## config.mk

```make
export PLATFORM = sky130hd
export DESIGN_NAME = alu_control_seq
export DESIGN_NICKNAME = d
export VERILOG_FILES = /design/src/rtl/alu_ctrl_pkg.sv /design/src/rtl/alu_ctrl_decode.sv /design/src/rtl/alu_control_seq.sv
export SDC_FILE = /design/constraint.sdc
export NUM_CORES = 1
export LEC_CHECK = 0
export CAP_MARGIN = 20
export CORE_MARGIN = 4
export CORE_UTILIZATION = 45
export CTS_CLUSTER_DIAMETER = 120
export DETAILED_ROUTE_END_ITERATION = 8
export PLACE_DENSITY_LB_ADDON = 0.1
export SYNTH_ARGS = -nofsm -noshare
export SYNTH_HDL_FRONTEND = slang
export SYNTH_HIERARCHICAL = 1
export SYNTH_SLANG_ARGS = --single-unit
```

## constraint.sdc

```tcl
create_clock -name Clk -period 1.43 [get_ports Clk]
set_input_delay 0.286 -clock Clk [delete_from_list [all_inputs] [get_ports Clk]]
set_output_delay 0.286 -clock Clk [all_outputs]
set_load 0.03 [all_outputs]
```

## src/rtl/alu_ctrl_pkg.sv

```systemverilog
// rtl/alu_ctrl_pkg.sv - ALU control encodings, FSM states and multi-cycle helper
package alu_ctrl_pkg;

  typedef logic [3:0] ctrl_t;

  localparam logic [3:0] OP_ADD   = 4'd0;
  localparam logic [3:0] OP_SUB   = 4'd1;
  localparam logic [3:0] OP_RTYPE = 4'd2;
  localparam logic [3:0] OP_MUL   = 4'd3;
  localparam logic [3:0] OP_AND   = 4'd4;
  localparam logic [3:0] OP_OR    = 4'd5;
  localparam logic [3:0] OP_XOR   = 4'd6;
  localparam logic [3:0] OP_SLT   = 4'd7;
  localparam logic [3:0] OP_SLE   = 4'd8;
  localparam logic [3:0] OP_SLL   = 4'd9;
  localparam logic [3:0] OP_SRL   = 4'd10;

  localparam logic [5:0] F_ADD = 6'h20;
  localparam logic [5:0] F_MUL = 6'h02;
  localparam logic [5:0] F_AND = 6'h24;
  localparam logic [5:0] F_OR  = 6'h25;
  localparam logic [5:0] F_XOR = 6'h26;
  localparam logic [5:0] F_SLL = 6'h00;
  localparam logic [5:0] F_SUB = 6'h22;
  localparam logic [5:0] F_SLT = 6'h2A;
  localparam logic [5:0] F_NOR = 6'h27;
  localparam logic [5:0] F_DIV = 6'h1A;
  localparam logic [5:0] F_SRA = 6'h03;

  localparam ctrl_t C_AND = 4'd0;
  localparam ctrl_t C_OR  = 4'd1;
  localparam ctrl_t C_ADD = 4'd2;
  localparam ctrl_t C_MUL = 4'd3;
  localparam ctrl_t C_XOR = 4'd4;
  localparam ctrl_t C_SLL = 4'd5;
  localparam ctrl_t C_SUB = 4'd6;
  localparam ctrl_t C_SLT = 4'd7;
  localparam ctrl_t C_SRL = 4'd8;
  localparam ctrl_t C_SLE = 4'd9;
  localparam ctrl_t C_DIV = 4'd10;
  localparam ctrl_t C_SRA = 4'd11;
  localparam ctrl_t C_NOR = 4'd12;

  typedef enum logic [1:0] {S_IDLE, S_BUSY, S_HOLD} state_t;

  function automatic logic is_multi(input ctrl_t code);
    return (code == C_MUL) || (code == C_DIV);
  endfunction

endpackage

```

## src/rtl/alu_ctrl_decode.sv

```systemverilog
// rtl/alu_ctrl_decode.sv - combinational ALUOp/Funct to ALUControl decoder
module alu_ctrl_decode
  import alu_ctrl_pkg::*;
#(
  parameter int ALUOP_W = 4,
  parameter int EXT_OPS = 1
) (
  input  logic [ALUOP_W-1:0] ALUOp,
  input  logic [5:0]         Funct,
  output ctrl_t              code,
  output logic               illegal
);

  always_comb begin
    code    = C_AND;
    illegal = 1'b0;
    case (ALUOp)
      ALUOP_W'(OP_ADD): code = C_ADD;
      ALUOP_W'(OP_SUB): code = C_SUB;
      ALUOP_W'(OP_MUL): code = C_MUL;
      ALUOP_W'(OP_AND): code = C_AND;
      ALUOP_W'(OP_OR):  code = C_OR;
      ALUOP_W'(OP_XOR): code = C_XOR;
      ALUOP_W'(OP_SLT): code = C_SLT;
      ALUOP_W'(OP_SLE): code = C_SLE;
      ALUOP_W'(OP_SLL): code = C_SLL;
      ALUOP_W'(OP_SRL): code = C_SRL;
      ALUOP_W'(OP_RTYPE): begin
        case (Funct)
          F_ADD: code = C_ADD;
          F_MUL: code = C_MUL;
          F_AND: code = C_AND;
          F_OR:  code = C_OR;
          F_XOR: code = C_XOR;
          F_SLL: code = C_SLL;
          F_SUB: code = C_SUB;
          F_SLT: code = C_SLT;
          F_NOR: code = C_NOR;
          F_DIV: begin
            code    = (EXT_OPS != 0) ? C_DIV : C_AND;
            illegal = (EXT_OPS == 0);
          end
          F_SRA: begin
            code    = (EXT_OPS != 0) ? C_SRA : C_AND;
            illegal = (EXT_OPS == 0);
          end
          default: illegal = 1'b1;
        endcase
      end
      default: illegal = 1'b1;
    endcase
  end

endmodule

```

## src/rtl/alu_control_seq.sv

```systemverilog
// rtl/alu_control_seq.sv - registered ALU control with multi-cycle hold and valid/ready handshake
module alu_control_seq
  import alu_ctrl_pkg::*;
#(
  parameter int ALUOP_W    = 4,
  parameter int CTRL_W     = 4,
  parameter int MUL_CYCLES = 3,
  parameter int DIV_CYCLES = 8,
  parameter int EXT_OPS    = 1
) (
  input  logic               Clk,
  input  logic               Rst,
  input  logic               flush,
  input  logic               in_valid,
  output logic               in_ready,
  input  logic [ALUOP_W-1:0] ALUOp,
  input  logic [5:0]         Funct,
  output logic               out_valid,
  input  logic               out_ready,
  output logic [CTRL_W-1:0]  ALUControl,
  output logic               illegal,
  output logic               busy
);

  state_t     state, state_n;
  logic [3:0] cnt, cnt_n;
  ctrl_t      code_q, code_n;
  logic       ill_q, ill_n;
  ctrl_t      dec_code;
  logic       dec_ill;
  logic       load;
  logic       go_busy;
  logic [3:0] load_cnt;

  alu_ctrl_decode #(.ALUOP_W(ALUOP_W), .EXT_OPS(EXT_OPS)) u_decode (
    .ALUOp   (ALUOp),
    .Funct   (Funct),
    .code    (dec_code),
    .illegal (dec_ill)
  );

  always_ff @(posedge Clk or negedge Rst) begin
    if (!Rst) begin
      state  <= S_IDLE;
      cnt    <= 4'd0;
      code_q <= C_AND;
      ill_q  <= 1'b0;
    end else begin
      state  <= state_n;
      cnt    <= cnt_n;
      code_q <= code_n;
      ill_q  <= ill_n;
    end
  end

  // A one-cycle multi op behaves exactly like a single-cycle op.
  always_comb begin
    go_busy  = 1'b0;
    load_cnt = 4'd0;
    if (!dec_ill && is_multi(dec_code)) begin
      if (dec_code == C_MUL) begin
        go_busy  = (MUL_CYCLES > 1);
        load_cnt = 4'(MUL_CYCLES - 2);
      end else begin
        go_busy  = (DIV_CYCLES > 1);
        load_cnt = 4'(DIV_CYCLES - 2);
      end
    end
  end

  always_comb begin
    state_n  = state;
    cnt_n    = cnt;
    code_n   = code_q;
    ill_n    = ill_q;
    in_ready = Rst && !flush && ((state == S_IDLE) || ((state == S_HOLD) && out_ready));
    load     = in_valid && in_ready;
    if (flush) begin
      state_n = S_IDLE;
      cnt_n   = 4'd0;
      code_n  = C_AND;
      ill_n   = 1'b0;
    end else begin
      case (state)
        S_BUSY: begin
          if (cnt == 4'd0) state_n = S_HOLD;
          else             cnt_n   = cnt - 4'd1;
        end
        default: begin
          if (load) begin
            code_n  = dec_code;
            ill_n   = dec_ill;
            state_n = go_busy ? S_BUSY : S_HOLD;
            cnt_n   = go_busy ? load_cnt : 4'd0;
          end else if ((state == S_HOLD) && out_ready) begin
            state_n = S_IDLE;
          end
        end
      endcase
    end
  end

  assign out_valid  = (state == S_HOLD);
  assign busy       = (state == S_BUSY);
  assign illegal    = ill_q;
  assign ALUControl = CTRL_W'(code_q);

endmodule

```

==> reports/results.ini <==
[synthesis]
synth_edf_count=0
synthesis.nets=149
synth_warnings=6
syn_inst=132
synth_cell_types=49
synth.cell_area_um2=1080
syn_area_per_cell_um2=8.16
yosys_register_bits=11
synth-main-ff-cell=dfrtp_1
synth-async-reset-ratio_pct=100
ys_top_cells_by_area=dfrtp_1, nand2_1, nand3b_1
synth_top_cell_area_share_pct=25.6
yosysTopAreaCell=dfrtp_1
yosysSeqAreaShare_pct=25.6

[floorplanning]
initial_utilization_pct=47.8
die-area_um2=3240
core_area_um2=2250
die_w_um=56.9
placement_rows=17
die_h_um=56.9
io_pins=23

[worst_setup_path]
reg2reg_from=state[1]
required_ns=1.61
reg2reg_depth=4
criticalPathCategory=in2reg
rr_endpoint=cnt[3]
crit_path_end=cnt[0]
cp.arrival_ns=2.26
r2r_setup_slack_ns=-0.19
critPathMaxFanout=3
cp-start-kind=input pin
worstSetupStartpoint=Funct[3]
worstSetupEndpointType=register

[routing]
dr.pass1.iters=4
drt_wl_total_mm=3.84
drt_iter0_markers=79
viasPerCell=5.95
drtAntennaViolNets=0
drcViolationCount=0
post_drt_wl_per_cell_um=16.5
num_vias=1381

[timing]
finalClockSkew_ns=0.00554
drv_slew=0
max_freq_mhz=480
setup_tns_ns=-4.11
relSlewSlack_pct=74.4
setup_ws_ns=-0.651
period_share_pct=146
worst_pin_slew_ns=0.382
period_needed_ns=2.08
hold_violations=0
setup_viol=14
rsz0062_at_grt=true

[hold_path]
worstHoldPathType=in2async

[final_layout]
final_cell_mix=buf_4, nand2_1, dlygate4sd2_1, dfrtp_1, buf_6
diodes=0
final_common_cell=buf_4
area_growth_pct=72.0
num-nets-final=222
drive_above_1_share_pct=49.0

[grt]
grt_pass1_wl_mm=5.83
grt_max_degree=13
grt_pass1_vias=1329
antenna_found_initial=0
grt_usage_pct=22.5
grt-ovfl-total=0

[clock_network]
cts.clk_slew.worst_paths_ns=0.08
cts_tree=built
clock_sinks=11
clkLatencyLatePin_ns=0.28
cts_max_level=1
cts-root-buf=clkbuf_4
ctsHoldBuffers=0
cts_buffers=3
clk_path_buf_depth=2

[place]
port_buffers=22
gp_congestion=0.870
hpwl_mm=2.37
dp_slack_ns=-1.34

[run]
maxCapViolCount=0

[power_and_ir_drop]
ir_drop_mv=0.492
power_density_nw_per_um2=529
leakage_uw=0.000865

[outcome]
violations=negative setup slack
outcome=complete, but fails checks

==> through the flow <==
stage	util (%)	power [µW]	instances	hold slack [ns]	instance area [µm²]
6_report	82.2	980	232	0.187	1850
5_1_grt	82.2	1040	232	0.182	1850
4_1_cts	78.2	942	225	0.177	1760
3_5_place_dp	71.1	690	211	0.487	1600
3_3_place_gp	71.1	683	211	0.489	1600
2_1_floorplan	-	526	132	-0.00959	1140
==> synth_stat cells (3+ instances only) <==
cell,n
nand2_1,20
dfrtp_1,11
inv_1,7
a21oi_1,6
nand3b_1,6
nor2_1,6
o21ai_0,6
nor3b_1,4
a211oi_1,3
a31oi_1,3
buf_6,3
clkbuf_1,3
or3_1,3
==> logic make-up (layout without fill, tap and decap cells) <==
family | Yosys count | in the layout | share of synthesized area (%)
AND/OR/NAND/NOR | 64 | 64 | 38.2
flip-flops | 11 | 11 | 25.6
adder cells (fa/ha/maj) | 2 | 2 | 2.32
XOR/XNOR | 2 | 2 | 1.63
buffers and inverters | 16 | 88 | 8.01
AO/OA/AOI/OAI | 37 | 37 | 24.3
==> critical path, stage by stage <==
cell and delay (ns):
buf_8 0.10, buf_6 0.12, buf_6 0.12, nor2_4 0.11, nand2_2 0.07, a311oi_2 0.29, o32ai_2 0.11, or3b_4 0.41
nor3b_4 0.25, a211oi_2 0.10, a311oi_1 0.28
==> worst min path at each step <==
stage	from	endpoint
after global routing	Rst	cnt[0]
final	Rst	cnt[0]
after global placement	ALUControl[0]	ALUControl[0]
after detailed placement	illegal	illegal
after floorplan	Rst	ALUControl[0]
after CTS	Rst	cnt[0]
==> timing repair <==
| action | 4_1_cts | 5_1_grt |
|---|---|---|
| endpoints found under the setup margin | 19 | 14 |
| buffers inserted | 10 | 7 |
| gates resized for setup | 53 | 21 |
| pin swaps | 19 | 15 |
==> area by class of cell <==
class                           instances  area [µm²]
Multi-Input combinational cell        105         848
Timing Repair Buffer                   77         639
Fill cell                             144         402
Sequential cell                        11         275
Tap cell                               28        35.0
Inverter                                7        28.8
Clock buffer                            4        26.3
==> state kept, by name (all words and copies together) (netlist names) <==
signal and flops:
ALUControl 4, cnt 4, illegal 1, state 2
==> routing by layer <==
layer  up-vias  GRT usage, %  share of wire [%]
met4         0          5.96                1.0
met2        80          38.0                 48
met5         -             0                  0
met1       659          28.0                 41
met3         6          6.56                9.8
li1        636             -                  -
==> where the power goes <==
group          internal [µW]  switching, µW  total, µW  leakage (µW)
sequential               321           7.38        329      0.000151
clock                    108            117        225     0.0000150
combinational            218            208        426      0.000699
(Power assumes the default switching activity.)
==> patch, RTL diff (same flow settings) <==
Change the parameter `CTRL_W` from 4 to 6.
--- a/src/rtl/alu_control_seq.sv
+++ b/src/rtl/alu_control_seq.sv
@@ -3,7 +3,7 @@
   import alu_ctrl_pkg::*;
 #(
   parameter int ALUOP_W    = 4,
-  parameter int CTRL_W     = 4,
+  parameter int CTRL_W     = 6,
   parameter int MUL_CYCLES = 3,
   parameter int DIV_CYCLES = 8,
   parameter int EXT_OPS    = 1
Ports: changed (resized ALUControl); port bits go from 23 to 25. No check against the original RTL was run, so the function may have changed too.
==> patch against the unedited design <==
  * Worst setup slack better by 0.029 ns
  * Critical endpoint unchanged
  * Sequential cell count stayed put
  * Routed wire length is 18% higher
  * Largest cell class unchanged
  * Global-route usage is 0.13 points higher
  * Power is 5.3% higher
  * The flow still finishes with violations (negative setup slack)
  * Final area is 2.4% higher
  * Clock power is 5% higher
  * Area after synthesis is 1.7% higher
  * Core utilization is 2.0 points higher
  * Cell count is 0.43% lower
==> patch: results (changes against the unedited design) <==
- Outcome: finished, violations left
- Failing checks: negative setup slack
- Worst VDD drop: 0.742 mV (+51%)
- DPL Wire Length: 2530 um (+6.8%)
- Clk buf depth: 2 (unchanged)
- DR iter-0 viols: 65 (-18%)
- Fin cells: 231 (-0.43%)
- WL/cell: 19.5 um (+18%)
- Total track usage: 0.226 (+0.00128)
- FFs w/ async S/R, synth: 1.00 (unchanged)
- WP data arrival: 2.24 ns (-0.02 ns)
- Routability congestion estimate from global placement: 0.793 (-8.9%)
- Pre-CTS setup slack: -1.44 ns (-0.102 ns)
- Port Buffers: 22 (unchanged)
- Leak Pwr: 0.891 nW (+3.1%)
- First-pass DRT Iterations: 4 (unchanged)
- First-pass GRT wire length: 5950 um (+2.0%)
- Flop pwr share: 0.319 (-0.016)
- PD cells: 544 mW/mm^2 (+2.8%)
- Main synth FF type: dfrtp_1
- Avg Cell Area, Syn: 8.12 sq um (-0.52%)
- # setup viols final: 14 (unchanged)
- Final ANT Viol Nets: 0 (unchanged)
- Ant diodes: 0 (unchanged)
- CP Max Fanout: 4 (+1)
- Fin nets: 221 (-0.45%)
- Ranking of synthesized cells by area: dfrtp_1 (25%), nand2_1 (6.8%), nand3b_1 (4.1%)
- DR vias/cell: 6.21 (+4.4%)
- Clock Pin Slew Worst Setup and Hold Paths: 0.09 ns
- Commonest cells in the synthesized netlist: nand2_1 (20), dfrtp_1 (11), inv_1 (7)
- Library cells used by synthesis: 51 (+4.1%)
- Number of H-tree levels: 1 (unchanged)
- NetSw: 369 uW (+11%)
- Clock root buffer: clkbuf_4
- Synth Warn #: 6 (unchanged)
- Clk_lat worst skew: 0.28 ns (about the same)
- Reg2Reg Depth: 6 (+2)
- Final TNS setup: -4.33 ns (-0.223 ns)
- Largest net degree at the start of global routing: 13 (unchanged)
- Cell Area, Placed: 0.00163 sq mm (+1.9%)
- Final setup margin: -0.622 ns (+0.0292 ns)
- Skew final: 0.00891 ns (+0.00336 ns)
- Vias in the first global route: 1297 (-2.4%)
- Sequential share of the synthesized area: 0.251 (-0.00438)
- Antenna violations before repair: 0 (unchanged)
- HP Class: primary input to asynchronous set/reset pin
- Comb. pwr: 467 uW (+9.6%)
- Share of layout cells above drive strength 1: 0.498 (+0.00734)
- Num CTS Buffers: 3 (unchanged)
==> patch: changes by cell type after synthesis <==
cell    unedited run  this run
conb_1             0         1
buf_4              0         2
==> patch: cell type report <==
cell class / instances / area (sq um)
inverter: 7 / 28.8
timing repair buffer: 74 / 646
tap: 28 / 35.0
multi-input combinational: 107 / 886
clock buffer: 4 / 26.3
fill: 144 / 357
sequential: 11 / 277
==> patch: metal layers <==
metal | part of all wire | global-route usage
met1 | 0.35 | 0.279
met2 | 0.50 | 0.384
met3 | 0.095 | 0.0566
met4 | 0.050 | 0.0728
met5 | 0 | 0
==> patch: timing repair <==
action	in CTS	in global routing
pin swaps	16	15
hold buffers	0	0
endpoints found under the setup margin	19	14
resized for setup	52	30
setup buffers	7	5
==> patch: cells by family after synthesis <==
group | after synthesis | share of synthesized area
and+or+nand+nor | 64 | 0.376
AOI/OAI and AO/OA | 37 | 0.239
buffers and inverters | 18 | 0.0925
DFF | 11 | 0.251
xor gates and xnor gates | 2 | 0.0160
adders and majority gates | 2 | 0.0228
other | 1 | 0.00342
==> patch: worst max-delay path: stages <==
cell	delay (ns)
clkdlybuf4s50_1	0.43
buf_4	0.16
buf_4	0.13
nor4_1	0.33
a21o_1	0.31
nor3b_4	0.28
o21ai_1	0.10
a311oi_1	0.21
==> patch: path summary, 6_finish.rpt <==
| path | to | slack [ns] | startpoint |
|---|---|---|---|
| setup / recovery | cnt[0] | -0.62 | ALUOp[3] |
| hold / removal | code_q[1] | 0.24 | Rst |
| setup reg to reg | cnt[2] | -0.27 | state[1] |
| hold reg to reg | code_q[3] | 0.50 | code_q[3] |
| max in group asynchronous | state[0] | 1.02 | Rst |
| min in group Clk | code_q[3] | 0.50 | code_q[3] |
